==> config.mk <==
export PLATFORM = sky130hd
export DESIGN_NAME = mem_port_arbiter
export DESIGN_NICKNAME = d
export VERILOG_FILES = /design/src/rtl/mem_port_arbiter.sv
export SDC_FILE = /design/constraint.sdc
export NUM_CORES = 1
export LEC_CHECK = 0
export BUFFER_PORTS_ARGS = -buffer_cell sky130_fd_sc_hd__buf_2
export CAP_MARGIN = 20
export CORE_MARGIN = 2
export CORE_UTILIZATION = 35
export CTS_BUF_LIST = sky130_fd_sc_hd__clkbuf_2 sky130_fd_sc_hd__clkbuf_4 sky130_fd_sc_hd__clkbuf_8
export CTS_CLUSTER_SIZE = 40
export DETAILED_ROUTE_END_ITERATION = 10
export GPL_ROUTABILITY_DRIVEN = 0
export HOLD_SLACK_MARGIN = 0.08
export MAX_ROUTING_LAYER = met4
export SETUP_SLACK_MARGIN = 0.02
export SLEW_MARGIN = 40
export SYNTH_ARGS = -nofsm -noshare
export SYNTH_HDL_FRONTEND = slang
export SYNTH_SLANG_ARGS = --single-unit
==> constraint.sdc <==
create_clock -name CLK -period 5.7 [get_ports CLK]
set_clock_uncertainty 0.15 [all_clocks]
set_input_delay 0.57 -clock CLK [delete_from_list [all_inputs] [get_ports CLK]]
set_output_delay 0.57 -clock CLK [all_outputs]
set_load 0.03 [all_outputs]
==> src/rtl/mem_port_arbiter.sv <==
// Shares one multi-cycle memory port between the I-side and D-side miss paths.
// Define ARB_ROUND_ROBIN_EN to alternate winners on simultaneous requests (default: D over I).
module mem_port_arbiter #(
    parameter int ADDR_W = 6,
    parameter int DATA_W = 32
) (
    input  logic              CLK,
    input  logic              RESET,
    input  logic              I_READ,
    input  logic [ADDR_W-1:0] I_ADDRESS,
    output logic [DATA_W-1:0] I_READDATA,
    output logic              I_BUSYWAIT,
    input  logic              D_READ,
    input  logic              D_WRITE,
    input  logic [ADDR_W-1:0] D_ADDRESS,
    input  logic [DATA_W-1:0] D_WRITEDATA,
    output logic [DATA_W-1:0] D_READDATA,
    output logic              D_BUSYWAIT,
    output logic              MEM_READ,
    output logic              MEM_WRITE,
    output logic [ADDR_W-1:0] MEM_ADDRESS,
    output logic [DATA_W-1:0] MEM_WRITEDATA,
    input  logic [DATA_W-1:0] MEM_READDATA,
    input  logic              MEM_BUSYWAIT
);

    // state  | meaning
    // IDLE   | port free, grant on any request
    // ISSUE  | first strobe cycle for the latched winner
    // WAIT   | strobe held until memory drops busywait
    // DONE   | one-cycle release of the owner's busywait
    typedef enum logic [1:0] {
        S_IDLE  = 2'd0,
        S_ISSUE = 2'd1,
        S_WAIT  = 2'd2,
        S_DONE  = 2'd3
    } state_t;

    localparam logic OWN_I = 1'b0;
    localparam logic OWN_D = 1'b1;

    state_t            r_state;
    state_t            w_state_nxt;
    logic              r_owner;
    logic              r_op_wr;
    logic [ADDR_W-1:0] r_mem_address;
    logic [DATA_W-1:0] r_mem_writedata;
    logic [DATA_W-1:0] r_i_readdata;
    logic [DATA_W-1:0] r_d_readdata;

    logic w_i_req;
    logic w_d_req;
    logic w_grant_d;
    logic w_grant;
    logic w_capture;

    assign w_i_req = I_READ;
    assign w_d_req = D_READ | D_WRITE;
    assign w_grant = (r_state == S_IDLE) & (w_i_req | w_d_req);
    assign w_capture = (r_state == S_WAIT) & ~MEM_BUSYWAIT & ~r_op_wr;

`ifdef ARB_ROUND_ROBIN_EN
    logic r_last_owner;

    always_ff @(posedge CLK or negedge RESET) begin
        if (!RESET) begin
            r_last_owner <= OWN_I;
        end else if (r_state == S_DONE) begin
            r_last_owner <= r_owner;
        end
    end

    // On a tie the side that did not finish last takes the port.
    assign w_grant_d = w_d_req & (~w_i_req | (r_last_owner == OWN_I));
`else
    assign w_grant_d = w_d_req;
`endif

    always_ff @(posedge CLK or negedge RESET) begin
        if (!RESET) begin
            r_state <= S_IDLE;
        end else begin
            r_state <= w_state_nxt;
        end
    end

    always_comb begin
        w_state_nxt = r_state;
        MEM_READ    = 1'b0;
        MEM_WRITE   = 1'b0;
        case (r_state)
            S_IDLE: begin
                if (w_i_req | w_d_req) begin
                    w_state_nxt = S_ISSUE;
                end
            end
            S_ISSUE: begin
                MEM_READ    = ~r_op_wr;
                MEM_WRITE   = r_op_wr;
                w_state_nxt = S_WAIT;
            end
            S_WAIT: begin
                MEM_READ  = ~r_op_wr;
                MEM_WRITE = r_op_wr;
                if (!MEM_BUSYWAIT) begin
                    w_state_nxt = S_DONE;
                end
            end
            S_DONE: begin
                w_state_nxt = S_IDLE;
            end
            default: begin
                w_state_nxt = S_IDLE;
            end
        endcase
    end

    // Transaction context is captured once at grant and held until the next grant.
    always_ff @(posedge CLK or negedge RESET) begin
        if (!RESET) begin
            r_owner         <= OWN_I;
            r_op_wr         <= 1'b0;
            r_mem_address   <= '0;
            r_mem_writedata <= '0;
        end else if (w_grant) begin
            r_owner         <= w_grant_d ? OWN_D : OWN_I;
            r_op_wr         <= w_grant_d & D_WRITE;
            r_mem_address   <= w_grant_d ? D_ADDRESS : I_ADDRESS;
            r_mem_writedata <= D_WRITEDATA;
        end
    end

    always_ff @(posedge CLK or negedge RESET) begin
        if (!RESET) begin
            r_i_readdata <= '0;
            r_d_readdata <= '0;
        end else if (w_capture) begin
            if (r_owner == OWN_D) begin
                r_d_readdata <= MEM_READDATA;
            end else begin
                r_i_readdata <= MEM_READDATA;
            end
        end
    end

    assign MEM_ADDRESS   = r_mem_address;
    assign MEM_WRITEDATA = r_mem_writedata;
    assign I_READDATA    = r_i_readdata;
    assign D_READDATA    = r_d_readdata;

    assign I_BUSYWAIT = w_i_req & ~((r_state == S_DONE) & (r_owner == OWN_I));
    assign D_BUSYWAIT = w_d_req & ~((r_state == S_DONE) & (r_owner == OWN_D));

endmodule

======== Yosys cells after proc, flatten, opt, wreduce, memory -nomap -nowiden ========
Cells that the tools add are included.
word-level totals
  bits in registers ....................... 106
  bits of input ports ..................... 82
  output and inout bits ................... 106
  logic and storage cells ................. 39
operators by class
  equal/unequal tests ..................... 5
  muxes and demuxes ....................... 7
  bitwise operators ....................... 15
  reductions and logical operators ........ 5
operators with widths
  kind                                                                    number
  1-bit bitwise AND                                                       8
  2-bit one-hot mux with 4 select lines                                   1
  6-bit two-way mux                                                       1
  2-bit AND reduction                                                     3
  1-bit NOT                                                               5
  2-bit equality test (second input constant)                             2
  2-bit two-way mux                                                       2
  1-bit two-way mux                                                       3
  2-bit by 1-bit equality test with 1-bit output (second input constant)  1
  2-bit logical NOT                                                       1
  2-bit by 1-bit != test with 1-bit output (second input constant)        1
  2-bit != test (second input constant)                                   1
  1-bit bitwise OR                                                        2
  2-bit OR reduction                                                      1

======== Depth between registers and ports, before layout ========
Gate-level depths: netlist of the first run.
  word-level depth ........................ 4
  depth in mapped cells ................... 6
  gate-level depth less buffers ........... 5

======== Worst setup path after synthesis of the first run ========
OpenSTA, ideal clock, no wires.
  path type ............................... register to output
  from .................................... register r_state[1]
  to ...................................... output port I_BUSYWAIT
  arrival ................................. 1.301 ns
  data required time ...................... 4.980 ns
  slack ................................... 3.679 ns
  stages on the path, launching flop included .. 3
  path buffers ............................ 0
  cells stage by stage .................... dfrtp_1 > ha_1 > a21boi_0
between the ends
  longest elaborated chain between the ends .. 4
RTL lines
  what                      line  source
  start: declaration        42    state_t r_state;
  start signal: assignment  83    r_state <= w_state_nxt;
  2-bit equality test       151   assign I_BUSYWAIT = w_i_req & ~((r_state == S_DONE) & (r_owner == OWN_I));
  1-bit bitwise AND         151
  1-bit NOT                 151
  1-bit bitwise AND         151
  end: declaration          12    output logic I_BUSYWAIT,
No other way between the ends.

======== Worst setup path in the final report of the first run ========
  from .................................... input port D_WRITE
  to ...................................... output port D_BUSYWAIT
between the ends
  longest elaborated chain between the ends .. 2
RTL lines
  what                line  source
  start: declaration  14    input logic D_WRITE,
  1-bit bitwise OR    58    assign w_d_req = D_READ | D_WRITE;
  1-bit bitwise AND   152   assign D_BUSYWAIT = w_d_req & ~((r_state == S_DONE) & (r_owner == OWN_D));
  end: declaration    18    output logic D_BUSYWAIT,
No other way between the ends.

==> results of run 1 <==
## registers in the layout (all words and copies together) (netlist names)
signal,count
r_owner,1
r_state,2
I_READDATA,32
D_READDATA,32
MEM_ADDRESS,6
MEM_WRITEDATA,32
r_op_wr,1
## logic make-up after synthesis
logic type,share of synthesized area [%]
flip-flops,63.7
multiplexers,27.8
AND/OR/NAND/NOR,2.49
buffers and inverters,2.79
AO/OA/AOI/OAI,2.01
adder cells (fa/ha/maj),1.20
## final cells by class
cell class / count / area [um2]
clock inverter: 4 / 72.6
fill: 1064 / 6060
tap: 143 / 179
multi-input combinational: 136 / 1400
sequential: 106 / 2650
timing repair buffer: 191 / 975
clock buffer: 12 / 165
inverter: 3 / 11.3
## power by group
| group | switching (mW) | leakage, nW | internal, mW |
|---|---|---|---|
| clock network | 0.250 | 0.119 | 0.283 |
| logic | 1.19 | 1.32 | 0.673 |
| registers | 0.186 | 1.27 | 1.13 |
| total | 1.62 | 2.71 | 2.09 |
## worst max-delay path, stage by stage
cell and delay, ps:
buf_2 140, nor2_1 520, a21oi_1 120, buf_2 220
## metal layers
metal  wire length (um)  global-route usage [%]  part of all wire (%)  vias up
met5                  0                       -                     0        -
met4                164                    7.56                   1.8        0
met3                695                    3.75                   7.8       12
met2               4050                    21.9                    45      122
met1               4000                    19.3                    45     1313
li1                   -                       -                     -     1278
## what timing repair did
action / 4_1_cts / 5_1_grt
hold endpoints to repair: 44 / 0
resized for setup: 0 / 0
hold buffers: 1 / 0
## per-stage QoR
step,std cells,setup slack (ps),utilization [%]
4_1_cts,595,3380,47.3
3_5_place_dp,578,3180,45.2
2_1_floorplan,256,3680,-
6_report,595,3420,47.4
3_3_place_gp,578,3250,45.2
5_1_grt,595,3320,47.4
## placed cells by master (no fill, tap or decap), types with 2 or more instances in the layout
master,count
clkbuf_8,12
mux2_4,2
dfrtp_1,106
o21ai_0,7
a21oi_1,2
mux2_2,91
buf_4,3
mux2i_1,6
buf_2,186
nand2_1,11
inv_1,3
bufinv_16,2
mux2_1,4
ha_1,4
## worst max path at each step
stage                            from                            end  slack [ps]
2_1_floorplan  r_state[1]$_DFFE_PN0P_                     I_BUSYWAIT        3680
3_3_place_gp                  D_WRITE  MEM_WRITEDATA[26]$_DFFE_PN0P_        3250
3_5_place_dp                  D_WRITE  MEM_WRITEDATA[26]$_DFFE_PN0P_        3180
4_1_cts                       D_WRITE                     D_BUSYWAIT        3380
5_1_grt        r_state[0]$_DFFE_PN0P_                       MEM_READ        3320
6_report                      D_WRITE                     D_BUSYWAIT        3420
==> results by group, run 1 <==
Setup path
  • Critical path arrival: 1560 ps
  • Worst R2R Path Depth: 5
  • Setup Crit Path Kind: primary input to primary output
  • Register-to-register setup slack: 3630 ps
  • Critical Path Start Type: primary input
  • R2r startpoint: r_state[0]$_DFFE_PN0P_
  • FF-to-FF End: MEM_WRITEDATA[26]$_DFFE_PN0P_
  • Max FO, Critical Path: 7
  • Crit path required time: 4980 ps
  • Crit end category: primary output

Timing
  • Tmin final: 2280 ps
  • RSZ-0062 raised after global routing: no
  • WHS: 240 ps
  • Final Max Slew Viols: 0
  • Max frequency: 438 MHz
  • Hold Violations, Final: 0
  • Setup violators final: 0
  • Slew HR: 52.0%
  • Setup_tns: 0 ps
  • Final period utilization: 40.1%
  • Worst slew pin tran: 720 ps

Job
  • Max cap viols: 0

Clocking
  • Worst-skew pair later-pin latency: 370 ps
  • CTS H-tree depth: 3
  • Worst-path clk slew: 100 ps
  • Post-CTS setup buffer count: 0
  • CTS Buffer Depth: 2
  • Num CTS Buffers: 9
  • Root buffer cell: clkbuf_8
  • CTS tree: done
  • Clock sink count: 106

Drt
  • DRC violation count after routing: 16
  • WL final: 8910 um
  • DR WL/cell: 15.0 um
  • Vias: 2,725
  • Number of vias per cell: 4.58
  • Post-route antenna net violation count: 0
  • Initial DRC Count: 132
  • Pre-antenna DRT Iters: 8

Finish
  • Fraction of layout cells with a size suffix above 1: 66.8%
  • Final instance area: 5460 um2
  • Number of diodes: 0
  • P&R area growth vs syn: 31.0%
  • NumNets Final: 533

Pwr
  • Power per cell area: 680 nW/um2
  • Total power: 3.71 mW
  • LEAKAGE: 2.71 nW
  • Maximum VDD drop: 298 uV

Synth
  • Synth top area cells: dfrtp_1, mux2_2, mux2i_1
  • Synth top area share: 63.7%
  • Post-synthesis async set-or-reset flop share: 100%
  • Predominant post-synthesis flop cell: dfrtp_1
  • Top post-synthesis cells by count: dfrtp_1, mux2_2, nand2_1
  • Most common cell in the netlist: dfrtp_1
  • Seq/Total Area, Yosys: 63.7%
  • Unique cell type count in the Yosys netlist: 24
  • Synthesized instance count: 256
  • EDFF count, synth: 0
  • Avg Cell Area, Syn: 16.3 um2
  • Synthesized area: 4170 um2
  • Post-Syn Nets: 342
  • Ys Warns: 0
  • Register bit total from synthesis: 106
  • Cell taking the most area after synthesis: dfrtp_1

Floorplan
  • Core area: 11,500 um2
  • Die height: 113 um
  • Initial Util: 36.2%
  • Overall die width: 113 um
  • # IOs: 188
  • Row cnt: 39
  • Total die area: 12,800 um2

Outcome
  • Failing checks: DRC
  • Status: finished with violations

Global routing
  • Global-route wire length before repair: 14,300 um
  • Remaining global-route overflow: 0
  • Antenna violations before repair: 0
  • Gr usage total: 14.9%
  • Largest net degree at the start of global routing: 63
  • Vias in the first global route: 2,832

Worst hold path
  • Worst hold path endpoint: MEM_WRITEDATA[6]$_DFFE_PN0P_
  • Min-Delay Startpoint: D_WRITEDATA[6]
  • Cells on Worst Hold Path: 2
  • Hold Crit Class: primary input to flip-flop

Placement
  • Placement Cell Area: 5200 um2
  • Post-DP HPWL: 6540 um
  • Number of buffers added on ports: 187
Note: power is estimated with default switching activity, not from simulation.
==> inputs of run 2 (changes only) <==
--- a/config.mk
+++ b/config.mk
@@ -5,6 +5,7 @@
 export SDC_FILE = /design/constraint.sdc
 export NUM_CORES = 1
 export LEC_CHECK = 0
+export ABC_AREA = 1
 export BUFFER_PORTS_ARGS = -buffer_cell sky130_fd_sc_hd__buf_2
 export CAP_MARGIN = 20
 export CORE_MARGIN = 2
==> constraint.sdc (replaced) <==
create_clock -name CLK -period 2.36 [get_ports CLK]
set_clock_uncertainty 0.15 [all_clocks]
set_input_delay 0.236 -clock CLK [delete_from_list [all_inputs] [get_ports CLK]]
set_output_delay 0.236 -clock CLK [all_outputs]
set_load 0.03 [all_outputs]
==> results by group, run 2 <==
Outcome
  • Status: finished clean (was finished with violations)

Clocking
  • Worst-skew pair later-pin latency: 380 ps (was 370 ps)
  • CTS H-tree depth: 3 (unchanged)
  • CTS tree: done (unchanged)
  • Worst-path clk slew: 90 ps (was 100 ps)
  • Root buffer cell: clkbuf_8 (unchanged)
  • CTS Buffer Depth: 2 (unchanged)
  • Num CTS Buffers: 9 (unchanged)
  • PostCTS Resize Cnt: 0 (unchanged)
  • Clock sink count: 106 (unchanged)

Drt
  • Initial DRC Count: 354 (was 132)
  • Vias: 4,367 (was 2,725)
  • Pre-antenna DRT Iters: 4 (was 8)
  • DR WL/cell: 14.3 um (was 15.0 um)
  • WL final: 13,300 um (was 8910 um)
  • Number of vias per cell: 4.67 (was 4.58)
  • DRC violation count after routing: 0 (was 16)
  • Post-route antenna net violation count: 0 (unchanged)

Floorplan
  • # IOs: 188 (unchanged)
  • Die height: 116 um (was 113 um)
  • Total die area: 13,500 um2 (was 12,800 um2)
  • Core area: 12,500 um2 (was 11,500 um2)
  • Initial Util: 35.4% (was 36.2%)
  • Row cnt: 41 (was 39)
  • Overall die width: 116 um (was 113 um)

Timing
  • Max frequency: 527 MHz
  • Final period utilization: 80.4%
  • Hold Violations, Final: 0 (unchanged)
  • Setup violators final: 0 (unchanged)
  • Tmin final: 1900 ps
  • Worst slew pin tran: 609 ps (was 720 ps)
  • RSZ-0062 raised after global routing: no (unchanged)
  • Setup_tns: 0 ps (unchanged)
  • Slew HR: 59.4% (was 52.0%)
  • Final Max Slew Viols: 0 (unchanged)

Synth
  • Post-Syn Nets: 591 (was 342)
  • Ys Warns: 0 (unchanged)
  • Synth top area share: 60.1% (was 63.7%)
  • Register bit total from synthesis: 106 (unchanged)
  • Avg Cell Area, Syn: 8.74 um2 (was 16.3 um2)
  • Synthesized instance count: 505 (was 256)
  • Cell taking the most area after synthesis: dfrtp_1 (unchanged)
  • Post-synthesis async set-or-reset flop share: 100% (unchanged)
  • Seq/Total Area, Yosys: 60.1% (was 63.7%)
  • Unique cell type count in the Yosys netlist: 17 (was 24)
  • Synthesized area: 4410 um2 (was 4170 um2)
  • Synth top area cells: dfrtp_1, nand2_1, nand4_1 (was dfrtp_1, mux2_2, mux2i_1)
  • Top post-synthesis cells by count: nand2_1, dfrtp_1, nand4_1 (was dfrtp_1, mux2_2, nand2_1)
  • Predominant post-synthesis flop cell: dfrtp_1 (unchanged)
  • EDFF count, synth: 0 (unchanged)
  • Most common cell in the netlist: nand2_1 (was dfrtp_1)

Global routing
  • Remaining global-route overflow: 0 (unchanged)
  • Largest net degree at the start of global routing: 65 (was 63)
  • Antenna violations before repair: 0 (unchanged)
  • Global-route wire length before repair: 21,000 um (was 14,300 um)
  • Gr usage total: 20.5% (was 14.9%)
  • Vias in the first global route: 4,315 (was 2,832)

Finish
  • Number of diodes: 0 (unchanged)
  • NumNets Final: 845 (was 533)
  • P&R area growth vs syn: 47.4% (was 31.0%)
  • Final instance area: 6500 um2 (was 5460 um2)
  • Commonest non-fill, non-tap cell in the layout: nand2_1 (was buf_2)
  • Most frequent cells in the layout: nand2_1, buf_2, dfrtp_1 (was buf_2, dfrtp_1, mux2_2)
  • Fraction of layout cells with a size suffix above 1: 28.8% (was 66.8%)

Setup path
  • Crit-path cells: inv_1 > ha_1 > inv_1 > nor2_1 > buf_2 (was buf_2 > nor2_1 > a21oi_1 > buf_2)
  • Critical Path Start Type: flip-flop (was primary input)
  • Crit path buffers/inverters: 3 (was 2)
  • Critical path's top delay family: flip-flops (was simple AND/OR/NAND/NOR gates)
  • Max FO, Critical Path: 4 (was 7)
  • Crit end category: primary output (unchanged)
  • Setup Crit Path Kind: flip-flop to primary output (was primary input to primary output)
  • CP max stage cell: dfrtp_1 (was nor2_1)
  • Register-to-register setup slack: 650 ps (was 3630 ps)
  • Critical Path Max Stage Delay: 410 ps (was 520 ps)
  • Crit path required time: 1970 ps (was 4980 ps)
  • Most used cell, CP: inv_1 (was buf_2)
  • Critical path arrival: 1510 ps (was 1560 ps)

Placement
  • Post-DP HPWL: 8390 um (was 6540 um)
  • Number of buffers added on ports: 187 (unchanged)
  • Placement Cell Area: 5520 um2 (was 5200 um2)

Pwr
  • LEAKAGE: 3.67 nW (was 2.71 nW)
  • Maximum VDD drop: 746 uV (was 298 uV)
  • Power per cell area: 1390 nW/um2 (was 680 nW/um2)
  • Total power: 9.04 mW (was 3.71 mW)

Worst hold path
  • Hold Crit Class: primary input to flip-flop (unchanged)

Job
  • Max cap viols: 0 (unchanged)
run 2: routing by layer:
layer  routed length, um  track usage, %  up-vias
met5                   0               -        -
met3                 765            3.68       18
met1                5970            25.9     2058
met4                 244            7.46        0
li1                    -               -     2127
met2                6340            33.3      164
run 2: final timing paths:
kind                                       startpoint                            end  depth (start not counted)
hold / removal                                 I_READ         r_state[1]$_DFFE_PN0P_                          5
max in group asynchronous                       RESET  MEM_WRITEDATA[18]$_DFFE_PN0P_                          3
hold reg to reg            D_READDATA[16]$_DFFE_PN0P_     D_READDATA[16]$_DFFE_PN0P_                          2
setup reg to reg               r_state[0]$_DFFE_PN0P_      D_READDATA[7]$_DFFE_PN0P_                          8
min in group asynchronous                       RESET     D_READDATA[31]$_DFFE_PN0P_                          2
setup / recovery               r_state[1]$_DFFE_PN0P_                       MEM_READ                          5
run 2: worst min-delay path, delay by kind of cell:
family / cells / cell delay [ps]
buffers and inverters: 2 / 130
and+or+nand+nor: 3 / 270
run 2: per-stage QoR:
stage               setup slack, ps  instances  util (%)  hold WS (ps)
floorplan                       737        505         -          -210
global placement                705        840      44.3          95.6
detailed placement              648        840      44.3          99.1
CTS                             447        935      52.2           118
global route                    294        935      52.2           184
finish                          463        935      52.2           132
run 2: cell type report:
type,count,area [um2]
Multi-Input combinational cell,353,1550
Inverter,11,41.3
Tap cell,172,215
Sequential cell,106,2650
Timing Repair Buffer,278,1860
Clock inverter,5,53.8
Clock buffer,10,131
Fill cell,1161,5960
run 2: power breakdown:
group	switching (mW)	total, mW	leakage (nW)	internal [mW]
Clock	0.620	1.12	0.0997	0.496
Combinational	3.50	4.81	2.24	1.31
Sequential	0.461	3.12	1.32	2.66
run 2: timing repair:
item | CTS | global route
endpoints found under the hold margin | 141 | 0
hold buffers | 80 | 0
setup buffers | 0 | 0
run 2: cell families (layout without fill, tap and decap cells):
kind of cell,after synthesis,count (layout),synth area share (%)
buffers and inverters,46,304,4.93
AO/OA/AOI/OAI,4,4,0.454
flip-flops,106,106,60.1
adder cells (fa/ha/maj),4,4,1.13
AND/OR/NAND/NOR,345,345,33.4
